$ cat src/rtl/coin_dispenser.sv
// Change/refund dispenser: greedy twenties then tens, one pulse per coin, Moore outputs.
// Define COIN_DISPENSER_INVENTORY_EN to track hopper inventory and flag insufficient change.
module coin_dispenser #(
    parameter int AMT_W       = 6,
    parameter int PULSE_LEN   = 2,
    parameter int GAP_LEN     = 3,
    parameter int TEN_INIT    = 8,
    parameter int TWENTY_INIT = 8
) (
    input  logic             clock,
    input  logic             reset,
    input  logic             req_valid,
    input  logic [AMT_W-1:0] amount_in,
    output logic             req_ready,
    output logic             ten_out,
    output logic             twenty_out,
    output logic             busy_out,
    output logic             done_out,
    output logic             err_out
);

    localparam int MAX_LEN = (PULSE_LEN > GAP_LEN) ? PULSE_LEN : GAP_LEN;
    localparam int CNT_W   = $clog2(MAX_LEN) + 1;
    localparam logic [CNT_W-1:0] PULSE_LAST = CNT_W'(PULSE_LEN - 1);
    localparam logic [CNT_W-1:0] GAP_LAST   = CNT_W'(GAP_LEN - 1);

    typedef enum logic [2:0] {IDLE, CHECK, PULSE, GAP, DONE} state_t;

    state_t           state_q, state_d;
    logic [AMT_W-1:0] rem_q, rem_d;
    logic             sel20_q, sel20_d;
    logic [CNT_W-1:0] cnt_q, cnt_d;

    logic rem_ge2;
    logic twenty_avail;
    logic feasible;
    logic take20;
    logic launch;

    assign rem_ge2 = (32'(rem_q) >= 32'd2);

`ifdef COIN_DISPENSER_INVENTORY_EN
    localparam int CW = ((AMT_W > 8) ? AMT_W : 8) + 1;

    logic [7:0]    inv10_q, inv10_d;
    logic [7:0]    inv20_q, inv20_d;
    logic          err_q, err_d;
    logic [CW-1:0] half_amt, twenties, tens_needed;

    // Greedy plan: as many twenties as the hopper allows, the remainder must fit in tens.
    always_comb begin
        half_amt    = CW'(rem_q >> 1);
        twenties    = (half_amt < CW'(inv20_q)) ? half_amt : CW'(inv20_q);
        tens_needed = CW'(rem_q) - (twenties << 1);
    end

    assign twenty_avail = (inv20_q != 8'd0);
    assign feasible     = (tens_needed <= CW'(inv10_q));
    assign err_out      = (state_q == DONE) && err_q;
`else
    logic unused_init;
    assign unused_init  = ^{TEN_INIT, TWENTY_INIT};
    assign twenty_avail = 1'b1;
    assign feasible     = 1'b1;
    assign err_out      = 1'b0;
`endif

    assign take20 = rem_ge2 && twenty_avail;

    always_comb begin
        state_d = state_q;
        rem_d   = rem_q;
        sel20_d = sel20_q;
        cnt_d   = cnt_q;
        launch  = 1'b0;
`ifdef COIN_DISPENSER_INVENTORY_EN
        inv10_d = inv10_q;
        inv20_d = inv20_q;
        err_d   = err_q;
`endif
        case (state_q)
            IDLE: begin
                if (req_valid) begin
                    rem_d   = amount_in;
                    state_d = CHECK;
                end
            end
            CHECK: begin
                if (rem_q == '0) begin
                    state_d = DONE;
                end else if (!feasible) begin
`ifdef COIN_DISPENSER_INVENTORY_EN
                    err_d = 1'b1;
`endif
                    state_d = DONE;
                end else begin
                    launch = 1'b1;
                end
            end
            PULSE: begin
                if (cnt_q == '0) begin
                    cnt_d   = GAP_LAST;
                    state_d = GAP;
                end else begin
                    cnt_d = cnt_q - 1'b1;
                end
            end
            GAP: begin
                if (cnt_q != '0) begin
                    cnt_d = cnt_q - 1'b1;
                end else if (rem_q == '0) begin
                    state_d = DONE;
                end else begin
                    launch = 1'b1;
                end
            end
            DONE: begin
                state_d = IDLE;
`ifdef COIN_DISPENSER_INVENTORY_EN
                err_d = 1'b0;
`endif
            end
            default: state_d = IDLE;
        endcase

        // Entering PULSE commits one coin: pick it, take it off rem and the hopper.
        if (launch) begin
            state_d = PULSE;
            cnt_d   = PULSE_LAST;
            sel20_d = take20;
            rem_d   = rem_q - (take20 ? AMT_W'(2) : AMT_W'(1));
`ifdef COIN_DISPENSER_INVENTORY_EN
            if (take20) begin
                inv20_d = (inv20_q != 8'd0) ? inv20_q - 8'd1 : inv20_q;
            end else begin
                inv10_d = (inv10_q != 8'd0) ? inv10_q - 8'd1 : inv10_q;
            end
`endif
        end
    end

    always_ff @(posedge clock) begin
        if (reset) begin
            state_q <= IDLE;
            rem_q   <= '0;
            sel20_q <= 1'b0;
            cnt_q   <= '0;
`ifdef COIN_DISPENSER_INVENTORY_EN
            inv10_q <= 8'(TEN_INIT);
            inv20_q <= 8'(TWENTY_INIT);
            err_q   <= 1'b0;
`endif
        end else begin
            state_q <= state_d;
            rem_q   <= rem_d;
            sel20_q <= sel20_d;
            cnt_q   <= cnt_d;
`ifdef COIN_DISPENSER_INVENTORY_EN
            inv10_q <= inv10_d;
            inv20_q <= inv20_d;
            err_q   <= err_d;
`endif
        end
    end

    assign req_ready  = (state_q == IDLE) && !reset;
    assign busy_out   = (state_q != IDLE);
    assign done_out   = (state_q == DONE);
    assign twenty_out = (state_q == PULSE) && sel20_q;
    assign ten_out    = (state_q == PULSE) && !sel20_q;

endmodule

$ cat config.mk
export PLATFORM = sky130hd
export DESIGN_NAME = coin_dispenser
export DESIGN_NICKNAME = d
export VERILOG_FILES = /design/src/rtl/coin_dispenser.sv
export SDC_FILE = /design/constraint.sdc
export NUM_CORES = 1
export LEC_CHECK = 0
export ABC_AREA = 0
export CELL_PAD_IN_SITES_DETAIL_PLACEMENT = 1
export CELL_PAD_IN_SITES_GLOBAL_PLACEMENT = 1
export CORE_MARGIN = 4
export CORE_UTILIZATION = 37
export CTS_CLUSTER_DIAMETER = 80
export DETAILED_ROUTE_END_ITERATION = 10
export PLACE_DENSITY = 0.72
export SYNTH_ARGS = -nofsm -noshare
export SYNTH_HDL_FRONTEND = slang
export SYNTH_SLANG_ARGS = --single-unit
$ cat constraint.sdc
create_clock -name clock -period 3.3 [get_ports clock]
set_input_delay 0.33 -clock clock [delete_from_list [all_inputs] [get_ports clock]]
set_output_delay 0.33 -clock clock [all_outputs]
set_load 0.05 [all_outputs]
Word level (Yosys, flattened, before mapping)
Cells that the tools add are included.
Widths: inputs -> output; s select.
- flip-flop bits (word level): 13
- input bits: 9
- output and inout port bits: 6
- logic and storage cells: 58
- add/sub/neg operators: 2
- order comparisons: 1
- eq/ne operators: 12
- mux-type cells: 17
- reduce and logical (&&, ||, !) cells: 20
- operators by type and width (operator ; number):
    $mux 3 ; 6
    $mux 6 ; 3
    $ne 3x3->1 const B ; 4
    $pmux 3 s4 ; 1
    $reduce_bool 3->1 ; 3
    $ne 2x2->1 const B ; 4
    $eq 3x2->1 const B ; 2
    $ge 6x2->1 const B ; 1
    $logic_not 3->1 ; 2
    $logic_not 6->1 ; 1
    $pmux 3 s2 ; 1
    $reduce_and 2->1 ; 3
    $reduce_and 3->1 ; 2
    $reduce_bool 2->1 ; 3
    $sub 6x2->6 ; 1
    $mux 2 ; 2
    $eq 3x1->1 const B ; 1
    $eq 3x3->1 const B ; 1
    $logic_and 1x1->1 ; 3
    $mux 1 ; 3
    $sub 3x1->3 const B ; 1
    $logic_not 1->1 ; 2
    $pmux 1 s2 ; 1
    $reduce_or 2->1 ; 1

Depth between registers and ports, before layout
Gate-level depths: netlist of the first run.
- depth after elaboration: 6
- gate-level depth with buffers: 8
- gate-level depth less buffers: 8

Worst setup path after synthesis of the first run
Ideal clock, no wire load.
- kind: register -> register
- from: reg rem_q[2]
- to: reg rem_q[4]
- data arrival time: 2.417 ns
- data required time: 3.226 ns
- path slack: 0.809 ns
- stages on the path, launching flop included: 8
- path buffers: 0
- path through: dfxtp_1 -> or3_4 -> nor3_1 -> ha_1 -> inv_1 -> fa_1 -> or4_1 -> a31oi_1
- longest elaborated chain between the ends: 6
- elaborated cells between the ends (all ways): 11
- classes of those cells: add/sub (1); order compare (1); mux (5); reduce/logical (4)
- ends and longest elaborated chain (element ; line ; source):
    start, declared ; 30 ; logic [AMT_W-1:0] rem_q, rem_d;
    start signal, assigned ; 155 ; rem_q <= rem_d;
    parallel branches: the longest is 6 deep, another holds $ge 6x2->1 ; - ;
Parallel ways; which one is timed is not known.
A chain may end at the register's enable or synchronous reset.

Worst setup path after layout of the first run
Ends and elaborated chain as after synthesis.

==> results.toml, run 1 <==
[route]
drt_wl_total_um = 2110
drt_iter0_drc = 3
antenna_left = 0
first_pass_iters = 4
drcViolationCount = 0
routed-via-count = 782
vias_per_cell = 5.55
wire_per_inst_um = 15.0

[timing]
layout_min_cycle_time_ns = 2.76
fmax_mhz = 362
setup_viol = 0
hold_viol = 0
grt_setup_unrepaired = "no"
finalSetupTns_ns = 0
drv_slew = 0
skew_ns = 0.00580
fin_crit_sh_pct = 83.7
tightest_slew_ns = 0.726
max_slew_margin_pct = 51.4

[logic_synthesis]
yosys.area.top_type = "dfxtp_1"
synth_edf_count = 0
ys.warnings.count = 0
synth_top_family_by_area = "simple AND/OR/NAND/NOR gates"
yosys.area_share.adder_pct = 8.33
synth_top_area_share_pct = 31.0
synth_cells = 100
synth-seq-cells = 13
syn_avg_cell_area_um2 = 8.41
ys.flop_type = "dfxtp_1"
async_flop_share_pct = 0
ys_seq_area_share_pct = 31.0
synth-compound-area-share_pct = 20.2
syn-cell-area_um2 = 841
synth_nets = 114
netlist_top_cells_area = "dfxtp_1 31%, ha_1 6.0%, a21oi_1 4.8%"
yosys.area_share.simple_pct = 31.3
synthXorXnorAreaFrac_pct = 2.08
synth.area.mux_share_pct = 1.19
synth.distinct_cells = 38

[worst_hold_path]
hold_class = "flop to flop"
worstHoldStart = "sel20_q"
holdPathStages = 2
min_to = "sel20_q"

[pwr]
power_mw = 0.893
ir_drop_mv = 0.417
power_density_nw_per_um2 = 877
p_leak_nw = 0.370

[floorplanning]
start_util_pct = 40.8
die_w_um = 55.7
die_h_um = 55.7
coreArea_um2 = 2060
rows = 16
io_pins = 15
die_area_um2 = 3100

[grt]
grt.total_usage_pct = 13.9
grt_pass1_vias = 740
overflow = 0
grt_max_degree = 15
grt_pass1_wl_um = 3460
antenna_found_initial = 0

[critical_path]
reg2reg_setup_slack_ns = 0.54
crit_path_top_delay_cell = "or4_1"
cp.required_ns = 3.51
arrival_ns = 2.97
endpoint_kind = "flop"
r2r_cells = 7
cp-start-kind = "flop"
r2r_end = "rem_q[4]"
rr_startpoint = "rem_q[2]"
crit_chain = "or3_4 -> nor3_1 -> ha_1 -> inv_1 -> fa_1 -> or4_1 -> a31oi_1"
critPathMaxStageDelay_ns = 0.53
worst_path_dominant_cell_family = "simple AND/OR/NAND/NOR gates"
path_buf_inv = 1
crit_fanout = 5
crit_type = "flop to flop"

[run_status]
status = "complete, no violations"

[finish]
antennaDiodeCount = 0
nFillCells = 258
nets = 129
fin_util_pct = 49.4
area.growth.synth_to_final_pct = 21.1
drive_gt1_share_pct = 9.65

[clock_tree]
cts_buffer_depth = 2
cts_resized = 0
insertion_delay_ns = 0.28
cts_buffers = 3
postCtsSetupBuffers = 0
cts.sinks = 13
cts_max_level = 1
cts_tree = "done"
cts-root-buf = "clkbuf_4"
cts_hold_buf = 0
clk_pin_slew_ns = 0.09

[place]
place.gp.congestion = 0.776
io_buffers = 13
hpwl_um = 1570

[job]
cap_violations = 0
[final cells by class]
cell class                 count  area [µm²]  share of cell area [%]
clock buffer                   4        26.3                    2.58
inverter                       7        26.3                    2.58
multi-input combinational     76         534                    52.5
sequential                    13         260                    25.6
tap                           27        33.8                    3.32
timing repair buffer          14         138                    13.5
[layer usage]
metal  GRT usage, %  wire length (µm)
met5              0                 0
met4           6.25                32
met3           2.55               104
met2           22.8              1000
met1           17.6               971
[cell families after synthesis]
| kind of cell | Yosys count |
|---|---|
| AO/OA/AOI/OAI | 24 |
| buffers and inverters | 11 |
| adder cells (fa/ha/maj) | 5 |
| AND/OR/NAND/NOR | 43 |
| XOR/XNOR | 2 |
| multiplexers | 1 |
| other | 1 |
| flip-flops | 13 |
[cell usage in the layout (no fill, tap or decap), types with 2 or more instances in the layout]
cell type | Yosys | final
clkbuf_4 | 0 | 3
clkdlybuf4s50_1 | 0 | 13
nor2_1 | 10 | 10
a21oi_1 | 8 | 8
ha_1 | 4 | 4
dfxtp_1 | 13 | 13
nand2_1 | 7 | 7
a2111oi_0 | 2 | 2
xnor2_1 | 2 | 2
nand2b_1 | 5 | 5
or4_1 | 2 | 2
inv_1 | 7 | 7
a31oi_1 | 4 | 4
nor2b_1 | 2 | 2
nor3_1 | 4 | 4
a21o_1 | 2 | 2
nand3_1 | 3 | 3
nor3b_1 | 2 | 2
[how the worst max path moves through the flow]
| stage | to | start | cells after the start |
|---|---|---|---|
| floorplan | rem_q[4] | rem_q[2] | 7 |
| global placement | rem_q[4] | rem_q[2] | 7 |
| detailed placement | rem_q[4] | rem_q[2] | 7 |
| CTS | rem_q[4] | rem_q[2] | 7 |
| global route | rem_q[4] | rem_q[2] | 7 |
| finish | rem_q[4] | rem_q[2] | 7 |
[tightest hold or removal path: cells and delay by family (launching register included)]
| kind | cells | cell delay [ns] |
|---|---|---|
| AOI/OAI and AO/OA | 2 | 0.13 |
| DFF | 1 | 0.33 |
[report_power, final]
| group | total (mW) | internal (mW) | switching (mW) |
|---|---|---|---|
| combinational | 0.530 | 0.224 | 0.306 |
| sequential | 0.260 | 0.198 | 0.0614 |
| clock | 0.103 | 0.0469 | 0.0561 |
[stage by stage]
stage,area (µm²),setup slack (ns),hold slack [ns],instances
2_1_floorplan,841,0.809,0.409,100
3_3_place_gp,992,0.709,0.486,137
3_5_place_dp,992,0.546,0.491,137
4_1_cts,1020,0.525,0.501,141
5_1_grt,1020,0.406,0.554,141
6_report,1020,0.536,0.501,141
[registers in the layout, indices dropped and copies added (netlist names)]
| register | flops |
|---|---|
| state_q | 3 |
| rem_q | 6 |
| sel20_q | 1 |
| cnt_q | 3 |
[cells in the mapped netlist, drive strengths merged, types with 2 or more instances]
cell and instances:
xnor2 2, or4 3, dfxtp 13, nor2 10, clkbuf 2, nor2b 2
or3 2, a21oi 8, inv 7, a2111oi 2, a21o 2, nor3 4
nand2 7, nand2b 5, ha 4, nor3b 2, buf 2, a31oi 4
nor4b 2, nand3 3
(Power assumes the default switching activity.)
==> run 2: changes to the inputs <==
CORE_UTILIZATION = 34   (was 37)
PLACE_DENSITY = 0.7   (was 0.72)
clock period = 2.3 ns   (was 3.3 ns; I/O delays follow)
==> run 2 against run 1 <==
Effect of this change:
- via count is 5.6% higher
- critical endpoint unchanged
- routed wire length grew 13%
- cell count increased by 5.7%
- highest routed layer is now met3
- combinational power is 75% higher
==> results.toml, run 2 (same netlist as run 1, synthesis figures left out) <==
[run_status]
status = "complete, no violations"

[finish]
largest-register = "rem_q"
area.growth.synth_to_final_pct = 29.8
most-common-layout-cells = "13 x dfxtp_1, 11 x buf_4, 10 x nor2_1, 10 x clkdlybuf4s50_1, 8 x a21oi_1"
final_cells = 149
reg.largest.list = "rem_q: 6 flops, cnt_q: 3 flops, state_q: 3 flops"
antennaDiodeCount = 0
drive_gt1_share_pct = 21.5
nFillCells = 278
mostFrequentLayoutCell = "dfxtp_1"
largest_register_ffs = 6
fin_util_pct = 47.9
nets = 136

[pwr]
p_leak_nw = 0.415
power_density_nw_per_um2 = 1320
ir_drop_mv = 0.726
power_mw = 1.44

[clock_tree]
insertion_delay_ns = 0.28
clk_pin_slew_ns = 0.08
cts_hold_buf = 0
cts-root-buf = "clkbuf_4"
cts_tree = "done"
cts_buffers = 3
cts.sinks = 13
cts_max_level = 1
cts_buffer_depth = 2

[critical_path]
cp.required_ns = 2.52
r2r_cells = 7
endpoint_kind = "flop"
crit_type = "flop to flop"
crit_fanout = 4
cp-start-kind = "flop"
arrival_ns = 2.47

[place]
place.gp.congestion = 0.803
hpwl_um = 1930
dp_cells = 144
io_buffers = 13

[job]
cap_violations = 0

[timing]
layout_min_cycle_time_ns = 2.25
finalSetupTns_ns = 0
skew_ns = 0.00500
drv_slew = 0
hold_viol = 0
fin_crit_sh_pct = 97.8
tightest_slew_ns = 0.515
holdWs_ns = 0.513
fmax_mhz = 444
max_slew_margin_pct = 65.7
grt_setup_unrepaired = "yes"
setup_viol = 0

[grt]
overflow = 0
antenna_found_initial = 0
grt.total_usage_pct = 15.5
grt_pass1_wl_um = 4030
grt_max_degree = 13
grt_pass1_vias = 846

[route]
drt_wl_total_um = 2380
wire_per_inst_um = 16.0
wl_met3_um = 81
drt_iter0_drc = 20
routed-via-count = 826
top_layer_used = "met3"
wl_met1_um = 1080
drcViolationCount = 0
first_pass_iters = 4
antenna_left = 0
vias_per_cell = 5.54
wl_met2_um = 1220

[floorplanning]
coreArea_um2 = 2280
die_area_um2 = 3330
die_w_um = 57.7
rows = 17
die_h_um = 57.7
start_util_pct = 36.9
io_pins = 15

[worst_hold_path]
holdPathStages = 2
hold_class = "flop to flop"
## run 2: timing repair
action / 4_1_cts / 5_1_grt
pin swaps: 0 / 2
gates resized for setup: 1 / 3
setup buffers: 0 / 1
setup endpoints to repair: 1 / 3
hold endpoints to repair: 0 / 0
## run 2: critical path, stage by stage (launching register included)
cell and delay [ns]:
dfxtp_1 0.31, or3_4 0.40, nor3_4 0.14, ha_2 0.21
inv_1 0.06, fa_2 0.37, or4_1 0.53, a31oi_1 0.17
## run 2: per-layer routing
metal | global-route usage, % | up-vias
li1 | - | 403
met1 | 20.0 | 411
met2 | 26.8 | 12
met3 | 4.23 | 0
met4 | 0.993 | 0
met5 | 0 | -
## run 2: final timing paths
kind                               start  slack (ns)  endpoint
worst max-delay path            rem_q[2]        0.05  rem_q[4]
worst min-delay path             sel20_q        0.51   sel20_q
worst max register to register  rem_q[2]        0.05  rem_q[4]
worst min register to register   sel20_q        0.51   sel20_q
## run 2: final cells by class
cell class / count / area, µm² / area share [%]
Multi-Input combinational cell: 76 / 561 / 51.4
Sequential cell: 13 / 260 / 23.9
Timing Repair Buffer: 21 / 183 / 16.7
Tap cell: 28 / 35.0 / 3.21
Clock buffer: 4 / 26.3 / 2.41
Inverter: 7 / 26.3 / 2.41
## run 2: per-stage QoR
step / area (µm²) / worst slack [ns]
after floorplan: 852 / 0.00842
after global placement: 1040 / 0.0967
after detailed placement: 1040 / 0.0101
after CTS: 1070 / 0.0532
after global routing: 1090 / -0.0219
final: 1090 / 0.0496
## run 2: power breakdown
part / total, mW / switching [mW] / leakage, nW / internal (mW)
combinational: 0.925 / 0.502 / 0.294 / 0.423
clock: 0.146 / 0.0789 / 0.0150 / 0.0673
sequential: 0.366 / 0.0814 / 0.107 / 0.284
